==> src/rtl/mem_arbiter.sv <==
// Two-master arbiter sharing one memory port between fetch and load/store.
// Optional wait-state watchdog enabled with the ARBITER_TIMEOUT_EN macro.
module mem_arbiter #(
  parameter int ADDR_WIDTH     = 32,
  parameter int DATA_WIDTH     = 32,
  parameter int TIMEOUT_CYCLES = 16
) (
  input  logic                  i_clock,
  input  logic                  i_reset,
  input  logic                  i_instReq,
  input  logic [ADDR_WIDTH-1:0] i_instAddr,
  output logic [DATA_WIDTH-1:0] o_instData,
  output logic                  o_instAck,
  input  logic                  i_dataReq,
  input  logic [ADDR_WIDTH-1:0] i_dataAddr,
  input  logic                  i_dataWrEnable,
  input  logic [DATA_WIDTH-1:0] i_dataWrData,
  input  logic [1:0]            i_dataAccess,
  output logic [DATA_WIDTH-1:0] o_dataRdData,
  output logic                  o_dataAck,
  output logic [ADDR_WIDTH-1:0] o_memAddr,
  output logic                  o_memRdEnable,
  output logic                  o_memWrEnable,
  output logic [DATA_WIDTH-1:0] o_memWrData,
  output logic [1:0]            o_memAccess,
  input  logic [DATA_WIDTH-1:0] i_memRdData,
  input  logic                  i_memReady,
  output logic                  o_error
);

  typedef enum logic [1:0] {
    IDLE,
    BUSY_I,
    BUSY_D
  } state_t;

  state_t                state;
  logic                  last_data;
  logic [ADDR_WIDTH-1:0] addr_q;
  logic [DATA_WIDTH-1:0] wdata_q;
  logic                  we_q;
  logic [1:0]            acc_q;

  logic inst_elig;
  logic data_elig;
  logic pick_data;
  logic expired;

  // A port is not eligible in the cycle its own ack is showing.
  assign inst_elig = i_instReq & ~o_instAck;
  assign data_elig = i_dataReq & ~o_dataAck;
  assign pick_data = data_elig & (~inst_elig | ~last_data);

`ifdef ARBITER_TIMEOUT_EN
  localparam int CW = $clog2(TIMEOUT_CYCLES + 1);
  logic [CW-1:0] wait_cnt;
  assign expired = (wait_cnt == CW'(TIMEOUT_CYCLES - 1));
`else
  // Without the watchdog a busy access never expires.
  assign expired = (TIMEOUT_CYCLES < 0);
`endif

  // Memory strobes follow the owning state and the latched direction.
  assign o_memRdEnable = (state == BUSY_I) | ((state == BUSY_D) & ~we_q);
  assign o_memWrEnable = (state == BUSY_D) & we_q;
  assign o_memAddr     = addr_q;
  assign o_memWrData   = wdata_q;
  assign o_memAccess   = acc_q;

  // Arbitration FSM: grant, wait for the memory, then pulse the ack.
  always_ff @(posedge i_clock) begin
    if (i_reset) begin
      state        <= IDLE;
      last_data    <= 1'b0;
      addr_q       <= '0;
      wdata_q      <= '0;
      we_q         <= 1'b0;
      acc_q        <= 2'b00;
      o_instAck    <= 1'b0;
      o_dataAck    <= 1'b0;
      o_error      <= 1'b0;
      o_instData   <= '0;
      o_dataRdData <= '0;
`ifdef ARBITER_TIMEOUT_EN
      wait_cnt     <= '0;
`endif
    end else begin
      o_instAck <= 1'b0;
      o_dataAck <= 1'b0;
      o_error   <= 1'b0;
      case (state)
        IDLE: begin
          if (inst_elig | data_elig) begin
            last_data <= pick_data;
            state     <= pick_data ? BUSY_D : BUSY_I;
            addr_q    <= pick_data ? i_dataAddr : i_instAddr;
            wdata_q   <= pick_data ? i_dataWrData : '0;
            we_q      <= pick_data & i_dataWrEnable;
            acc_q     <= pick_data ? i_dataAccess : 2'b10;
`ifdef ARBITER_TIMEOUT_EN
            wait_cnt  <= '0;
`endif
          end
        end
        BUSY_I, BUSY_D: begin
          if (i_memReady) begin
            if (state == BUSY_I) begin
              o_instData <= i_memRdData;
              o_instAck  <= 1'b1;
            end else begin
              if (!we_q) o_dataRdData <= i_memRdData;
              o_dataAck <= 1'b1;
            end
            state <= IDLE;
          end else if (expired) begin
            if (state == BUSY_I) begin
              o_instData <= '0;
              o_instAck  <= 1'b1;
            end else begin
              o_dataRdData <= '0;
              o_dataAck    <= 1'b1;
            end
            o_error <= 1'b1;
            state   <= IDLE;
          end else begin
`ifdef ARBITER_TIMEOUT_EN
            wait_cnt <= wait_cnt + CW'(1);
`endif
          end
        end
        default: state <= IDLE;
      endcase
    end
  end

endmodule

==> config.mk <==
export PLATFORM = sky130hd
export DESIGN_NAME = mem_arbiter
export DESIGN_NICKNAME = d
export VERILOG_FILES = /design/src/rtl/mem_arbiter.sv
export SDC_FILE = /design/constraint.sdc
export NUM_CORES = 1
export LEC_CHECK = 0
export CAP_MARGIN = 10
export CORE_MARGIN = 2
export CORE_UTILIZATION = 40
export CTS_BUF_LIST = sky130_fd_sc_hd__clkbuf_4 sky130_fd_sc_hd__clkbuf_8
export DETAILED_ROUTE_END_ITERATION = 7
export PLACE_DENSITY = 0.83
export SYNTH_ARGS = -nofsm -noshare
export SYNTH_HDL_FRONTEND = slang
export SYNTH_SLANG_ARGS = --single-unit
==> constraint.sdc <==
create_clock -name i_clock -period 2.6 [get_ports i_clock]
set_input_delay 0.65 -clock i_clock [delete_from_list [all_inputs] [get_ports i_clock]]
set_output_delay 0.65 -clock i_clock [all_outputs]
set_load 0.01 [all_outputs]
Yosys cells after proc, flatten, opt, wreduce, memory -nomap -nowiden
Cells that the tools add are included.
Widths: inputs -> output; s select.
{"block": "totals", "regBits": 136, "input_bits": 136}
{"block": "op_classes", "n_eq_ne": 4, "reduce_logical": 7, "muxes": 9, "n_bitwise": 17}
{"op": "$mux 32", "count": 2}
{"op": "$mux 2", "count": 4}
{"op": "$not 1->1", "count": 8}
{"op": "$and 1x1->1", "count": 6}
{"op": "$ne 2x2->1 const B", "count": 2}
{"op": "$pmux 2 s2", "count": 1}
{"op": "$reduce_and 2->1", "count": 2}
{"op": "$reduce_and 4->1", "count": 1}
{"op": "$or 1x1->1", "count": 3}
{"op": "$reduce_and 3->1", "count": 1}
{"op": "$reduce_or 3->1", "count": 1}
{"op": "$eq 2x1->1 const B", "count": 1}
{"op": "$eq 2x2->1 const B", "count": 1}
{"op": "$logic_not 2->1", "count": 1}
{"op": "$mux 1", "count": 2}
{"op": "$reduce_or 2->1", "count": 1}

Depth between registers and ports, before layout
Gate-level depths: netlist (run 1).
{"block": "logic_depth", "depth_word": 8, "ltp_mapped": 8}

Worst setup path before layout (run 1)
OpenSTA, ideal clock, no wires.
{"block": "synth_timing", "path_kind": "input-to-reg", "from": "input i_dataReq", "to": "register addr_q[10], in the netlist o_memAddr[10]", "cell_stages": 6, "setup_ns": 0.122, "required_time_ns": 2.478, "arrival_ns": 1.574, "setup_slack_ns": 0.904, "path_buffers": 2, "path_cell_list": "nor2b_4 -> o21a_4 -> nor2_2 -> buf_6 -> buf_6 -> a221o_1"}
{"block": "synth_via", "elab_chain_cells": 3, "elab_cells_between_ends": 5}
{"item": "start, declared", "line": "14", "text": "input logic i_dataReq,"}
{"item": "$and 1x1->1 (*)", "line": "51", "text": "assign data_elig = i_dataReq & ~o_dataAck;"}
{"item": "$and 1x1->1 / $or 1x1->1 (equally long branches)", "line": "52, 93"}
{"item": "$mux 32 / $reduce_and 2->1 (equally long branches)"}
{"item": "end signal, assigned", "line": "96", "text": "addr_q <= pick_data ? i_dataAddr : i_instAddr;"}
{"item": "end, declared", "line": "39", "text": "logic [ADDR_WIDTH-1:0] addr_q;"}
Mark *: on every way between the ends. The rest lies on a longest branch, timed or not.
A chain may end at the register's enable or synchronous reset.

Worst setup path after layout (run 1)
{"block": "layout_timing", "from": "register state[1]", "to": "output o_memRdEnable"}
{"block": "layout_via", "elab_chain_cells": 3, "elab_cells_between_ends": 4}
{"item": "start, declared", "line": "37", "text": "state_t state;"}
{"item": "start signal, assigned", "line": "95", "text": "state <= pick_data ? BUSY_D : BUSY_I;"}
{"item": "$eq 2x2->1", "line": "64", "text": "assign o_memRdEnable = (state == BUSY_I) | ((state == BUSY_D) & ~we_q);"}
{"item": "$and 1x1->1", "line": "64"}
{"item": "$or 1x1->1 (*)", "line": "64"}
{"item": "end, declared", "line": "22", "text": "output logic o_memRdEnable,"}
Marked as above.

==> flow_summary.ini, run 1 <==
[floorplan]
start_util_pct = 40.60
io_pins = 271
die-area_mm2 = 0.01299
die_h_um = 114.0
core_area_mm2 = 0.01191
std_cell_rows = 40
die_x_um = 114.0

[critical_path]
cp-end-kind = output port
critical_path.max_stage_delay_ns = 0.48
crit_type = flip-flop to output port
slowest_stage = clkdlybuf4s50_1
crit_required_ns = 1.95
crit_chain = inv_1, ha_1, a21o_1, clkdlybuf4s50_1
worstReg2RegEnd = o_memAddr[16]
crit_buf_inv = 2
cp.arrival_ns = 1.75
reg2reg_depth = 5
r2r-start = state[0]
worstSetupStartpointType = flip-flop
rrSetupSlack_ns = 0.42
cp_max_fo = 5
crit_family = buffers and inverters

[logic_synthesis]
synth_edf_count = 0
synthesis.area_mm2 = 0.004836
yosys_warnings = 0
async_flop_share_pct = 0
synth-seq-area-share_pct = 56.30
syn_nets = 645
synthDistinctLibCells = 35
synth_seq_cells = 136
synth_area_leaders = dfxtp_1 (56%), nand2_1 (10%), a21oi_1 (6.8%)
synth_top_area_share_pct = 56.30
yosys.cell_count.top_type = dfxtp_1
synth_common_cells = dfxtp_1 (136), nand2_1 (131), a21oi_1 (66)
synth-main-ff-cell = dfxtp_1
synth_area_leader_cell = dfxtp_1
postSynthCellCount = 506
syn_avg_cell_area_um2 = 9.557

[sta]
setup_viol = 0
period_needed_ns = 2.398
finClkSkew_ns = 0.007021
slew_headroom_pct = 14.82
hold_violations = 0
fin_setup_tns_ns = 0
fin_crit_sh_pct = 92.23
grt_setup_unrepaired = false
tightest_slew_ns = 1.276
slew_viol_final = 0
fmax_mhz = 417.0

[grt]
grt_pass1_vias = 4670
overflow = 0
track_usage_pct = 24.05
grt_max_degree = 66
grt_pass1_wl_um = 24170
antenna_found_initial = 0

[layout]
utilization_pct = 67.59
finalInstanceArea_mm2 = 0.008051
nets = 905
antenna_cells = 0
nFillCells = 893
drive_gt1_share_pct = 6.547
syn_to_final_growth_pct = 66.49

[cts]
cts.path.max_buffers = 2
cts_resized = 0
root_buffer = clkbuf_8
h-tree-depth = 4
cts_buffers = 17
cts_setup_buffers = 0
numClockSinks = 136
clock_latency_ns = 0.44
tritoncts = done
cts_hold_buf = 0
clkSlewWorstSetupHoldPaths_ns = 0.07

[detailed_routing]
avgViaCountPerCell = 5.132
route.detailed.drc = 0
avgRoutedWirePerCell_um = 17.75
wl_um = 16430
ant_nets = 0
vias = 4752
drt_iter0_markers = 363
first_pass_iters = 4

[power]
powerDensity_mw_per_mm2 = 692.2
leakage_nw = 2.981
peakVddDrop_v = 0.0004366

[outcome]
status = complete, no violations

[min_path]
min_delay_path_depth = 2
hp-start = o_dataRdData[30]
hold_class = flip-flop to flip-flop
whs_endpoint = o_dataRdData[30]

[placement]
place.port_buffers = 269
hpwl_um = 11470
post_dp_cell_area_mm2 = 0.007595
gp_congestion = 0.8292

[flow_run]
drv_cap = 0
## worst min-delay path: stages (launching register included)
cell     delay (ns)
dfxtp_1        0.31
nand2_1        0.05
a21oi_1        0.05
## placed cells by master (no fill, tap or decap), types with 2 or more instances in the layout
cell and instances:
a21oi_1 66, a221o_1 31, a22o_1 34, and2_1 33, buf_4 10, bufinv_16 4
clkbuf_8 20, clkdlybuf4s50_1 268, clkinv_2 3, clkinvlp_4 2, dfxtp_1 136, ha_1 3
inv_1 5, inv_6 2, nand2_1 131, nand3_1 2, nor2_1 4, nor2_4 2
## flip-flops by register name, indices dropped and copies added (netlist names)
register	count
o_instAck	1
o_memAccess	2
o_memWrData	32
o_dataRdData	32
last_data	1
state	2
o_dataAck	1
we_q	1
o_instData	32
o_memAddr	32
## stage by stage
step	hold WS [ns]	instances	worst slack, ns	power [mW]
2_1_floorplan	0.4636	506	0.9041	2.939
3_3_place_gp	0.4407	893	-0.3070	3.610
3_5_place_dp	0.4471	893	-0.3872	3.645
4_1_cts	0.4575	925	0.07370	5.602
5_1_grt	0.4772	926	0.1028	5.792
6_report	0.4531	926	0.2021	5.573
## layout make-up
type	count	area [um2]	area share (%)
Sequential cell	136	2723	33.82
Multi-Input combinational cell	326	1893	23.51
Tap cell	147	183.9	2.284
Clock buffer	21	282.8	3.512
Timing Repair Buffer	280	2783	34.56
Inverter	5	18.77	0.2331
Clock inverter	11	167.7	2.082
## power by group
group          internal [mW]  switching [mW]  leakage, nW  total (mW)
clock network           1.13           0.823        0.226        1.96
logic                  0.691           0.536         1.64        1.23
registers               2.28           0.108         1.11        2.39
total                   4.11            1.47         2.98        5.57
## kinds of logic (layout without fill, tap and decap cells)
kind of cell | after synthesis | count (layout) | synth area share [%]
AND/OR/NAND/NOR | 185 | 186 | 17.52
AO/OA/AOI/OAI | 136 | 136 | 20.39
flip-flops | 136 | 136 | 56.30
buffers and inverters | 45 | 317 | 4.942
adder cells (fa/ha/maj) | 3 | 3 | 0.7763
other | 1 | 1 | 0.07755
## layer usage
| metal | track usage, % | vias to the layer above | wire [um] |
|---|---|---|---|
| li1 | - | 2262 | - |
| met1 | 25.97 | 2255 | 6376 |
| met5 | 0 | - | 0 |
| met2 | 40.75 | 203 | 7931 |
| met3 | 11.21 | 32 | 1748 |
| met4 | 9.756 | 0 | 377 |
## worst max-delay path by stage
| stage | start | endpoint | depth (start not counted) |
|---|---|---|---|
| 4_1_cts | i_instReq | o_memWrData[28] | 6 |
| 5_1_grt | state[0] | o_memRdEnable | 4 |
| 6_report | state[1] | o_memRdEnable | 4 |
| 3_3_place_gp | i_instReq | o_memWrData[7] | 6 |
| 2_1_floorplan | i_dataReq | o_memAddr[10] | 6 |
| 3_5_place_dp | i_instReq | o_memWrData[28] | 6 |
(Power assumes the default switching activity.)
==> run 2, diff against run 1 <==
clock period = 2.44 ns   (was 2.6 ns; I/O delays follow)
==> run 2 against run 1 <==
Against the previous run: clock skew grew 0.0013 ns; worst setup slack lost 0.10 ns; first-iteration DRC count grew 2.5%; wire length shrank 2.0%; critical path type unchanged; highest routed layer unchanged.
==> flow_summary.ini, run 2 (synthesis gave the netlist of run 1 again) <==
[layout]
antenna_cells = 0
fin_cells = 923
mostFrequentLayoutCells = clkdlybuf4s50_1 (268), dfxtp_1 (135), nand2_1 (131), a21oi_1 (66), a22o_1 (34)
finalInstanceArea_mm2 = 0.008089
drive_gt1_share_pct = 6.443
nets = 903
utilization_pct = 67.91
mostFrequentLayoutCell = clkdlybuf4s50_1
syn_to_final_growth_pct = 67.27

[power]
p_sw_mw = 1.551
powerDensity_mw_per_mm2 = 737.2
pwr-share-comb_pct = 21.9
seqPwrFrac_pct = 42.7
switching_share_pct = 26.01
leakage_nw = 2.987
peakVddDrop_v = 0.0005959
p_int_mw = 4.412
pwr-share-clk_pct = 35.4

[grt]
overflow = 0
grt_pass1_vias = 4686
grt_max_degree = 66
grt_pass1_wl_um = 24610
track_usage_pct = 24.31
antenna_found_initial = 0

[cts]
cts_hold_buf = 0
cts_buffers = 17
clkSlewWorstSetupHoldPaths_ns = 0.08
tritoncts = done
h-tree-depth = 4
numClockSinks = 136
root_buffer = clkbuf_8
cts.path.max_buffers = 2
clock_latency_ns = 0.43

[floorplan]
die-area_mm2 = 0.01299
io_pins = 271
std_cell_rows = 40
die_h_um = 114.0
core_area_mm2 = 0.01191
die_x_um = 114.0
start_util_pct = 40.60

[sta]
slew_viol_final = 0
fin_crit_sh_pct = 95.96
period_needed_ns = 2.341
whs_ns = 0.4539
hold_violations = 0
finClkSkew_ns = 0.008316
fmax_mhz = 427.1
setup_slack_ns = 0.09857
setup_viol = 0

[detailed_routing]
wl_met2_um = 8024
drt_iter0_markers = 372
top_layer = met4
avgViaCountPerCell = 5.169
avgRoutedWirePerCell_um = 17.44
ant_nets = 0
route.met3.wl_um = 1719
vias = 4771
first_pass_iters = 4
wl_um = 16100
route.detailed.drc = 0
wl_met1_um = 6070

[flow_run]
drv_cap = 0

[critical_path]
crit_required_ns = 1.83
cp.arrival_ns = 1.73
crit_type = flip-flop to output port
cp_max_fo = 3
worstSetupStartpointType = flip-flop
cp-end-kind = output port

[min_path]
hold_class = flip-flop to flip-flop

[placement]
place.port_buffers = 269
hpwl_um = 11440
post_dp_cell_area_mm2 = 0.007625
placed_cells = 892
dpl_worst_slack_ns = 0.1366
gp_congestion = 0.7997

[outcome]
status = complete, no violations
run 2: final cells by class:
type	instances	area, um2
Inverter	5	18.77
Sequential cell	136	2724
Fill cell	924	3822
Tap cell	147	183.9
Timing Repair Buffer	279	2813
Multi-Input combinational cell	325	1899
Clock buffer	18	247.7
Clock inverter	13	202.7
run 2: worst max-delay path, stage by stage (launching register included):
cell and delay [ns]:
dfxtp_2 0.35, inv_1 0.07, ha_1 0.21, a21o_1 0.18, clkdlybuf4s50_1 0.49
run 2: final timing paths:
| path | startpoint | endpoint | slack (ns) | cells after the start |
|---|---|---|---|---|
| hold / removal | o_instData[6] | o_instData[6] | 0.45 | 2 |
| hold reg to reg | o_instData[6] | o_instData[6] | 0.45 | 2 |
| setup reg to reg | state[1] | o_memAddr[16] | 0.71 | 6 |
| setup / recovery | state[0] | o_memRdEnable | 0.1 | 4 |
run 2: metal layers:
| metal | vias up | global-route usage (%) |
|---|---|---|
| met5 | - | 0 |
| met1 | 2267 | 26.81 |
| li1 | 2264 | - |
| met2 | 216 | 41.71 |
| met4 | 0 | 8.293 |
| met3 | 24 | 10.79 |
run 2: what timing repair did:
| item | 4_1_cts | 5_1_grt |
|---|---|---|
| setup endpoints to repair | 0 | 1 |
| setup buffers | 0 | 0 |
| resized for setup | 0 | 3 |
run 2: power groups by stage:
stage	registers, mW	clock network [mW]	logic, mW
6_report	2.55	2.11	1.31
4_1_cts	2.55	2.15	1.31
3_5_place_dp	2.59	0	1.30
3_3_place_gp	2.58	0	1.28
2_1_floorplan	2.68	0	0.455
5_1_grt	2.57	2.24	1.39
run 2: through the flow:
step / power, mW / setup TNS (ns)
after global routing: 6.208 / -0.001383
after global placement: 3.861 / 0
final: 5.964 / 0
after detailed placement: 3.897 / 0
after CTS: 6.004 / 0
after floorplan: 3.132 / 0
